==> src/rtl/cpu_ext_loader_pkg.sv <==
// Shared types for the external-memory loader.
// State codes, default widths and the phase-skip helper.
package cpu_ext_loader_pkg;

    localparam int DEF_LEN_W     = 16;
    localparam int DEF_ADDR_STEP = 4;

    localparam logic [2:0] ST_IDLE   = 3'd0;
    localparam logic [2:0] ST_LOAD_I = 3'd1;
    localparam logic [2:0] ST_LOAD_D = 3'd2;
    localparam logic [2:0] ST_RUN    = 3'd3;
    localparam logic [2:0] ST_DUMP   = 3'd4;
    localparam logic [2:0] ST_DONE   = 3'd5;

    typedef enum logic [2:0] {
        S_IDLE   = ST_IDLE,
        S_LOAD_I = ST_LOAD_I,
        S_LOAD_D = ST_LOAD_D,
        S_RUN    = ST_RUN,
        S_DUMP   = ST_DUMP,
        S_DONE   = ST_DONE
    } state_e;

    // First phase at or after 'from' that has non-zero work.
    function automatic state_e first_phase(
        input state_e from,
        input logic   i_nz,
        input logic   d_nz,
        input logic   r_nz,
        input logic   u_nz
    );
        state_e s;
        s = from;
        if (s == S_LOAD_I && !i_nz) s = S_LOAD_D;
        if (s == S_LOAD_D && !d_nz) s = S_RUN;
        if (s == S_RUN && !r_nz) s = S_DUMP;
        if (s == S_DUMP && !u_nz) s = S_DONE;
        return s;
    endfunction

endpackage

==> src/rtl/cpu_ext_loader_out_word_buffer.sv <==
// Single-entry valid/ready holding register for the dump stream.
// A load always finds the entry empty, so load simply overwrites.
module out_word_buffer #(
    parameter int DATA_W = 32
) (
    input  logic              clk,
    input  logic              arst_n,
    input  logic              load,
    input  logic [DATA_W-1:0] load_data,
    input  logic              out_ready,
    output logic              out_valid,
    output logic [DATA_W-1:0] out_data
);

    logic              valid_q, valid_d;
    logic [DATA_W-1:0] data_q, data_d;

    always_comb begin
        valid_d = valid_q;
        data_d  = data_q;
        if (valid_q && out_ready) valid_d = 1'b0;
        if (load) begin
            valid_d = 1'b1;
            data_d  = load_data;
        end
    end

    always_ff @(posedge clk or negedge arst_n) begin
        if (!arst_n) begin
            valid_q <= 1'b0;
            data_q  <= '0;
        end else begin
            valid_q <= valid_d;
            data_q  <= data_d;
        end
    end

    assign out_valid = valid_q;
    assign out_data  = data_q;

endmodule

==> src/rtl/cpu_ext_loader.sv <==
// Host-side master for the CPU ext memory ports: load IMEM/DMEM,
// run the CPU for a fixed budget, then stream a DMEM window back.
module cpu_ext_loader
    import cpu_ext_loader_pkg::*;
#(
    parameter int DATA_W    = 32,
    parameter int LEN_W     = DEF_LEN_W,
    parameter int ADDR_STEP = DEF_ADDR_STEP
) (
    input  logic              clk,
    input  logic              arst_n,
    input  logic              start,
    input  logic [LEN_W-1:0]  imem_len,
    input  logic [LEN_W-1:0]  dmem_len,
    input  logic [31:0]       run_cycles,
    input  logic [31:0]       dump_base,
    input  logic [LEN_W-1:0]  dump_len,
    input  logic              in_valid,
    input  logic [DATA_W-1:0] in_data,
    output logic              in_ready,
    output logic              out_valid,
    output logic [DATA_W-1:0] out_data,
    input  logic              out_ready,
    output logic              busy,
    output logic              done,
    output logic              cpu_enable,
    output logic [31:0]       addr_ext,
    output logic              wen_ext,
    output logic              ren_ext,
    output logic [DATA_W-1:0] wdata_ext,
    input  logic [DATA_W-1:0] rdata_ext,
    output logic [31:0]       addr_ext_2,
    output logic              wen_ext_2,
    output logic              ren_ext_2,
    output logic [DATA_W-1:0] wdata_ext_2,
    input  logic [DATA_W-1:0] rdata_ext_2
);

    state_e            state_q, state_d;
    logic [LEN_W-1:0]  cnt_q, cnt_d, ocnt_q, ocnt_d;
    logic [31:0]       run_q, run_d;
    logic              fin_q, fin_d;
    logic [LEN_W-1:0]  ilen_q, ilen_d, dlen_q, dlen_d, ulen_q, ulen_d;
    logic [31:0]       rcyc_q, rcyc_d, base_q, base_d;
    logic              wen_q, wen_d, wen2_q, wen2_d;
    logic              ren2_q, ren2_d, rd_q, rd_d;
    logic [31:0]       addr_q, addr_d, addr2_q, addr2_d;
    logic [DATA_W-1:0] wdata_q, wdata_d, wdata2_q, wdata2_d;
    logic              ob_valid, accept;
    logic [31:0]       step_addr;
    logic              unused_rdata;

    assign unused_rdata = ^rdata_ext;
    assign step_addr    = 32'(cnt_q) * 32'(ADDR_STEP);
    assign in_ready     = (state_q == S_LOAD_I || state_q == S_LOAD_D) && !fin_q;
    assign accept       = in_ready && in_valid;

    always_comb begin
        state_d  = state_q;
        cnt_d    = cnt_q;
        ocnt_d   = ocnt_q;
        run_d    = run_q;
        fin_d    = fin_q;
        ilen_d   = ilen_q;
        dlen_d   = dlen_q;
        ulen_d   = ulen_q;
        rcyc_d   = rcyc_q;
        base_d   = base_q;
        wen_d    = 1'b0;
        addr_d   = '0;
        wdata_d  = '0;
        wen2_d   = 1'b0;
        addr2_d  = '0;
        wdata2_d = '0;
        ren2_d   = 1'b0;
        rd_d     = ren2_q;
        case (state_q)
            S_IDLE, S_DONE: begin
                if (start) begin
                    ilen_d  = imem_len;
                    dlen_d  = dmem_len;
                    rcyc_d  = run_cycles;
                    base_d  = dump_base;
                    ulen_d  = dump_len;
                    state_d = first_phase(S_LOAD_I, imem_len != '0,
                        dmem_len != '0, run_cycles != '0, dump_len != '0);
                end
            end
            S_LOAD_I: begin
                // fin cycle: last write is on the port, stream paused
                if (fin_q) begin
                    fin_d   = 1'b0;
                    state_d = first_phase(S_LOAD_D, 1'b1,
                        dlen_q != '0, rcyc_q != '0, ulen_q != '0);
                end else if (accept) begin
                    wen_d   = 1'b1;
                    addr_d  = step_addr;
                    wdata_d = in_data;
                    cnt_d   = cnt_q + LEN_W'(1);
                    if (cnt_q == ilen_q - LEN_W'(1)) fin_d = 1'b1;
                end
            end
            S_LOAD_D: begin
                if (fin_q) begin
                    fin_d   = 1'b0;
                    state_d = first_phase(S_RUN, 1'b1, 1'b1,
                        rcyc_q != '0, ulen_q != '0);
                end else if (accept) begin
                    wen2_d   = 1'b1;
                    addr2_d  = step_addr;
                    wdata2_d = in_data;
                    cnt_d    = cnt_q + LEN_W'(1);
                    if (cnt_q == dlen_q - LEN_W'(1)) fin_d = 1'b1;
                end
            end
            S_RUN: begin
                run_d = run_q + 32'd1;
                if (run_q == rcyc_q - 32'd1) begin
                    state_d = first_phase(S_DUMP, 1'b1, 1'b1, 1'b1,
                        ulen_q != '0);
                end
            end
            S_DUMP: begin
                // one read in flight at a time, buffer must be empty
                if (!ren2_q && !rd_q && !ob_valid && cnt_q != ulen_q) begin
                    ren2_d  = 1'b1;
                    addr2_d = base_q + step_addr;
                    cnt_d   = cnt_q + LEN_W'(1);
                end
                if (ob_valid && out_ready) begin
                    ocnt_d = ocnt_q + LEN_W'(1);
                    if (ocnt_q == ulen_q - LEN_W'(1)) state_d = S_DONE;
                end
            end
            default: state_d = S_IDLE;
        endcase
        if (state_d != state_q) begin
            cnt_d  = '0;
            ocnt_d = '0;
            run_d  = '0;
        end
    end

    always_ff @(posedge clk or negedge arst_n) begin
        if (!arst_n) begin
            state_q  <= S_IDLE;
            cnt_q    <= '0;
            ocnt_q   <= '0;
            run_q    <= '0;
            fin_q    <= 1'b0;
            ilen_q   <= '0;
            dlen_q   <= '0;
            ulen_q   <= '0;
            rcyc_q   <= '0;
            base_q   <= '0;
            wen_q    <= 1'b0;
            addr_q   <= '0;
            wdata_q  <= '0;
            wen2_q   <= 1'b0;
            addr2_q  <= '0;
            wdata2_q <= '0;
            ren2_q   <= 1'b0;
            rd_q     <= 1'b0;
        end else begin
            state_q  <= state_d;
            cnt_q    <= cnt_d;
            ocnt_q   <= ocnt_d;
            run_q    <= run_d;
            fin_q    <= fin_d;
            ilen_q   <= ilen_d;
            dlen_q   <= dlen_d;
            ulen_q   <= ulen_d;
            rcyc_q   <= rcyc_d;
            base_q   <= base_d;
            wen_q    <= wen_d;
            addr_q   <= addr_d;
            wdata_q  <= wdata_d;
            wen2_q   <= wen2_d;
            addr2_q  <= addr2_d;
            wdata2_q <= wdata2_d;
            ren2_q   <= ren2_d;
            rd_q     <= rd_d;
        end
    end

    out_word_buffer #(.DATA_W(DATA_W)) u_obuf (
        .clk       (clk),
        .arst_n    (arst_n),
        .load      (rd_q),
        .load_data (rdata_ext_2),
        .out_ready (out_ready),
        .out_valid (ob_valid),
        .out_data  (out_data)
    );

    assign out_valid   = ob_valid;
    assign busy        = state_q != S_IDLE && state_q != S_DONE;
    assign done        = state_q == S_DONE;
    assign cpu_enable  = state_q == S_RUN;
    assign addr_ext    = addr_q;
    assign wen_ext     = wen_q;
    assign ren_ext     = 1'b0;
    assign wdata_ext   = wdata_q;
    assign addr_ext_2  = addr2_q;
    assign wen_ext_2   = wen2_q;
    assign ren_ext_2   = ren2_q;
    assign wdata_ext_2 = wdata2_q;

endmodule

==> config.mk <==
export PLATFORM = sky130hd
export DESIGN_NAME = cpu_ext_loader
export DESIGN_NICKNAME = d
export VERILOG_FILES = /design/src/rtl/cpu_ext_loader_pkg.sv /design/src/rtl/cpu_ext_loader_out_word_buffer.sv /design/src/rtl/cpu_ext_loader.sv
export SDC_FILE = /design/constraint.sdc
export NUM_CORES = 1
export LEC_CHECK = 0
export BUFFER_PORTS_ARGS = -buffer_cell sky130_fd_sc_hd__buf_2
export CAP_MARGIN = 20
export CORE_MARGIN = 4
export CORE_UTILIZATION = 59
export CTS_CLUSTER_SIZE = 24
export DETAILED_ROUTE_END_ITERATION = 12
export PLACE_DENSITY = 0.86
export SLEW_MARGIN = 0
export SYNTH_ARGS = -nofsm -noshare
export SYNTH_HDL_FRONTEND = slang
export SYNTH_HIERARCHICAL = 1
export SYNTH_SLANG_ARGS = --single-unit
==> constraint.sdc <==
create_clock -name clk -period 7.84 [get_ports clk]
set_input_delay 0.784 -clock clk [delete_from_list [all_inputs] [get_ports clk]]
set_output_delay 0.784 -clock clk [all_outputs]
set_load 0.05 [all_outputs]
==> flow_metrics.env <==
export IMPL_timing_critical_path_fanout_max=48
export IMPL_grt_max_degree=165
export IMPL_clock_tree_root_cell="sky130_fd_sc_hd__clkbuf_16"
export IMPL_route_antenna_remaining_nets=0
export IMPL_powerDensity_nw_per_um2=336
export IMPL_floorplan_rows=61
export IMPL_filler_cell_count=1961
export IMPL_worst_slew_pin_slew_ps=1030
export IMPL_finalSetupTns_ps=0
export IMPL_ff_to_ff_setup_slack_ps=3190
export IMPL_worst_setup_path_end_kind="register"
export IMPL_synth_seq_cells=329
export IMPL_run_status="finished clean"
export IMPL_fin_total_pwr_mw=6.69
export IMPL_timing_slew_headroom=0.310
export IMPL_port_buffers=332
export IMPL_multi_input_comb_area_sq_um=8200
export IMPL_critPathLaunchType="register"
export IMPL_grtUsageTotal=0.270
export IMPL_post_route_cell_area_sq_um=19900
export IMPL_timing_max_transition_violations_final=0
export IMPL_critical_path_slowest_cell="sky130_fd_sc_hd__nor4_1"
export IMPL_initial_antenna_violation_count=5
export IMPL_globalRouteOverflowTotal=0
export IMPL_floorplan_die_height_um=178
export IMPL_clk_insertion_delay_late_ps=510
export IMPL_synth_cell_types=80
export IMPL_htreeDepth=2
export IMPL_worst_ep_arrival_time_ps=5010
export IMPL_clock_tree_from_tritoncts="built"
export IMPL_cts_repair_timing_setup_buffer_count=0
export IMPL_vdd_ir_drop_max_v=0.000239
export IMPL_cts_resized_gates=0
export IMPL_cap_violations=0
export IMPL_synth_edff_count=0
export IMPL_floorplan_die_width_um=178
export IMPL_dr_total_vias=13185
export IMPL_design_portCount=382
export IMPL_drt_initial_drc_count=950
export IMPL_r2r_start="rcyc_q[0]$_DFFE_PN0P_"
export IMPL_worst_setup_path_type="reg2reg"
export IMPL_hpwlAfterDp_um=31800
export IMPL_layoutNonFillerInstCount=2292
export IMPL_cts_buffers=34
export IMPL_numClockSinks=329
export IMPL_detail_route_wirelength_um=43800
export IMPL_dp_slack_ps=3270
export IMPL_detail_route_wl_per_cell_um=19.1
export IMPL_hold_viol=0
export IMPL_synth_warning_count=6
export IMPL_placement_cell_area_sq_um=18800
export IMPL_cp_startpoint="rcyc_q[0]$_DFFE_PN0P_"
export IMPL_postSynthAreaPerCell_sq_um=10.6
export IMPL_finalSetupViolCount=0
export IMPL_layout_setup_ws_ps=3190
export IMPL_min_path_type="in2async"
export IMPL_grt_pass1_vias=13021
export IMPL_clock_skew_ps=17.5
export IMPL_syn_area_sq_um=17000
export IMPL_timing_final_crit_period_ps=4650
export IMPL_cts_hold_buffers_added=0
export IMPL_clock_path_buffers=3
export IMPL_dieArea_sq_um=31700
export IMPL_hold_ws_ps=306
export IMPL_grt_setup_unrepaired="no"
export IMPL_placeableCoreArea_sq_um=28200
export IMPL_placed_cells=2230
export IMPL_fmax_mhz=215
export IMPL_required_ps=8200
export IMPL_initial_utilization=0.605
export IMPL_timing_critical_path_cells="inv_1 > ha_1 > nor3b_1 > nand4_1 > nor4_1 > nand2_1 > a22o_1 > nand3_1 > a32oi_1 > o211ai_4 > buf_4 > nor2_1"
export IMPL_sequential_element_share_of_the_synthesized_area=0.483
export IMPL_cpPeakStageDelay_ps=890
export IMPL_drive_above_1_share=0.289
export IMPL_avg_vias_per_cell=5.75
export IMPL_cts_clk_slew_worst_paths_ps=60
export IMPL_routabilityCongestion=0.951
export IMPL_detailedRoute_firstPassIterationCount=5
export IMPL_regArea_sq_um=8230
export IMPL_r2r_cells=12
export IMPL_worst_setup_path_endpoint="run_q[6]$_DFFE_PN0P_"
export IMPL_cellLeakagePower_nw=9.43
export IMPL_fin_util=0.706
export IMPL_finalNetCount=2126
export IMPL_areaGrowthSynthToFinish_pct=16.8
export IMPL_postSynth_asyncResetShare=1.00
export IMPL_drc=0
export IMPL_crit_reg2reg_capture="run_q[6]$_DFFE_PN0P_"
export IMPL_syn_instance_count=1600
export IMPL_grt_pass1_wl_um=68200
export IMPL_synth_flop_cell="sky130_fd_sc_hd__dfrtp_1"
export IMPL_period_share=0.593
## power breakdown
part	total [mW]	leakage, nW	internal, mW	switching, mW
logic	2.45	4.57	0.997	1.46
registers	2.65	4.32	2.11	0.542
clock network	1.59	0.539	0.962	0.631
## synth_stat cells (all sizes together), types with 23 or more instances
library cell  number  share of area
a21oi             42          0.013
and2              83          0.030
and3              28          0.010
buf               32          0.017
clkbuf            73          0.016
dfrtp            329           0.48
ha                23          0.017
inv               30         0.0066
mux2             130          0.092
nand2             87          0.019
nand3             56          0.016
nand4             29          0.012
nor2             141          0.033
nor3              36          0.012
nor4              52          0.021
o21ai             48          0.014
xnor2            105          0.054
xor2             109          0.056
## area by class of cell
class / instances / share of cell area
flip-flops and latches: 329 / 0.414
clock buffers: 48 / 0.0490
clock inverters: 8 / 0.00597
repair buffers: 342 / 0.0888
multi-input cells: 1151 / 0.412
diodes: 5 / 0.000629
well taps: 378 / 0.0238
inverters: 31 / 0.00585
## per-layer routing
layer | vias to the layer above | track usage | wire (um)
met5 | - | 0 | 23
met4 | 4 | 0.116 | 1830
met3 | 123 | 0.0501 | 3270
met2 | 546 | 0.456 | 21800
met1 | 6426 | 0.341 | 16900
li1 | 6086 | - | -
## registers in the layout, indices dropped and copies added (netlist names), 32 cells and up
signal / count
u_obuf/out_data: 32
run_q: 32
wdata_ext_2: 32
rcyc_q: 32
base_q: 32
addr_ext_2: 32
wdata_ext: 32
## how the worst min path moves through the flow
stage,from,to,slack [ps],cells after the start
floorplan,base_q[0]$_DFFE_PN0P_,addr_ext_2[0]$_DFF_PN0_,450,1
global placement,ren_ext_2$_DFF_PN0_,rd_q$_DFF_PN0_,390,0
detailed placement,ren_ext_2$_DFF_PN0_,rd_q$_DFF_PN0_,400,0
CTS,arst_n,wdata_ext_2[19]$_DFF_PN0_,330,1
global route,arst_n,wdata_ext_2[21]$_DFF_PN0_,360,1
finish,arst_n,wdata_ext[20]$_DFF_PN0_,310,1
## placed cells by master (no fill, tap or decap), types with 12 or more instances in the layout
cell type / n
sky130_fd_sc_hd__buf_2: 331
sky130_fd_sc_hd__dfrtp_1: 328
sky130_fd_sc_hd__nand4_1: 28
sky130_fd_sc_hd__nand2b_1: 12
sky130_fd_sc_hd__nand3_1: 56
sky130_fd_sc_hd__a21oi_1: 41
sky130_fd_sc_hd__inv_1: 30
sky130_fd_sc_hd__nor2_1: 131
sky130_fd_sc_hd__mux2_4: 29
sky130_fd_sc_hd__xor2_1: 109
sky130_fd_sc_hd__clkbuf_16: 35
sky130_fd_sc_hd__nor2b_1: 12
sky130_fd_sc_hd__ha_1: 23
sky130_fd_sc_hd__mux2_2: 101
sky130_fd_sc_hd__conb_1: 17
sky130_fd_sc_hd__nor4_1: 49
sky130_fd_sc_hd__nor3_1: 33
sky130_fd_sc_hd__and3_1: 27
sky130_fd_sc_hd__and2_1: 83
sky130_fd_sc_hd__nand2_1: 87
sky130_fd_sc_hd__o21ai_0: 48
sky130_fd_sc_hd__xnor2_1: 105
## critical path: cells and delay by family, from the launching register on
kind,cells,cell delay (ps)
buffers and inverters,2,700
adder cells (fa/ha/maj),1,240
flip-flops,1,440
AO/OA/AOI/OAI,3,780
AND/OR/NAND/NOR,6,2350
## kinds of logic after synthesis
logic type | Yosys count | synth area share
other | 1 | 0.000220
and+or+nand+nor | 591 | 0.186
buffers and inverters | 136 | 0.0400
AOI/OAI and AO/OA | 167 | 0.0651
DFF | 329 | 0.483
xor gates and xnor gates | 214 | 0.110
adders and majority gates | 24 | 0.0181
muxes | 138 | 0.0970
Power figures use the tool's default switching activity.
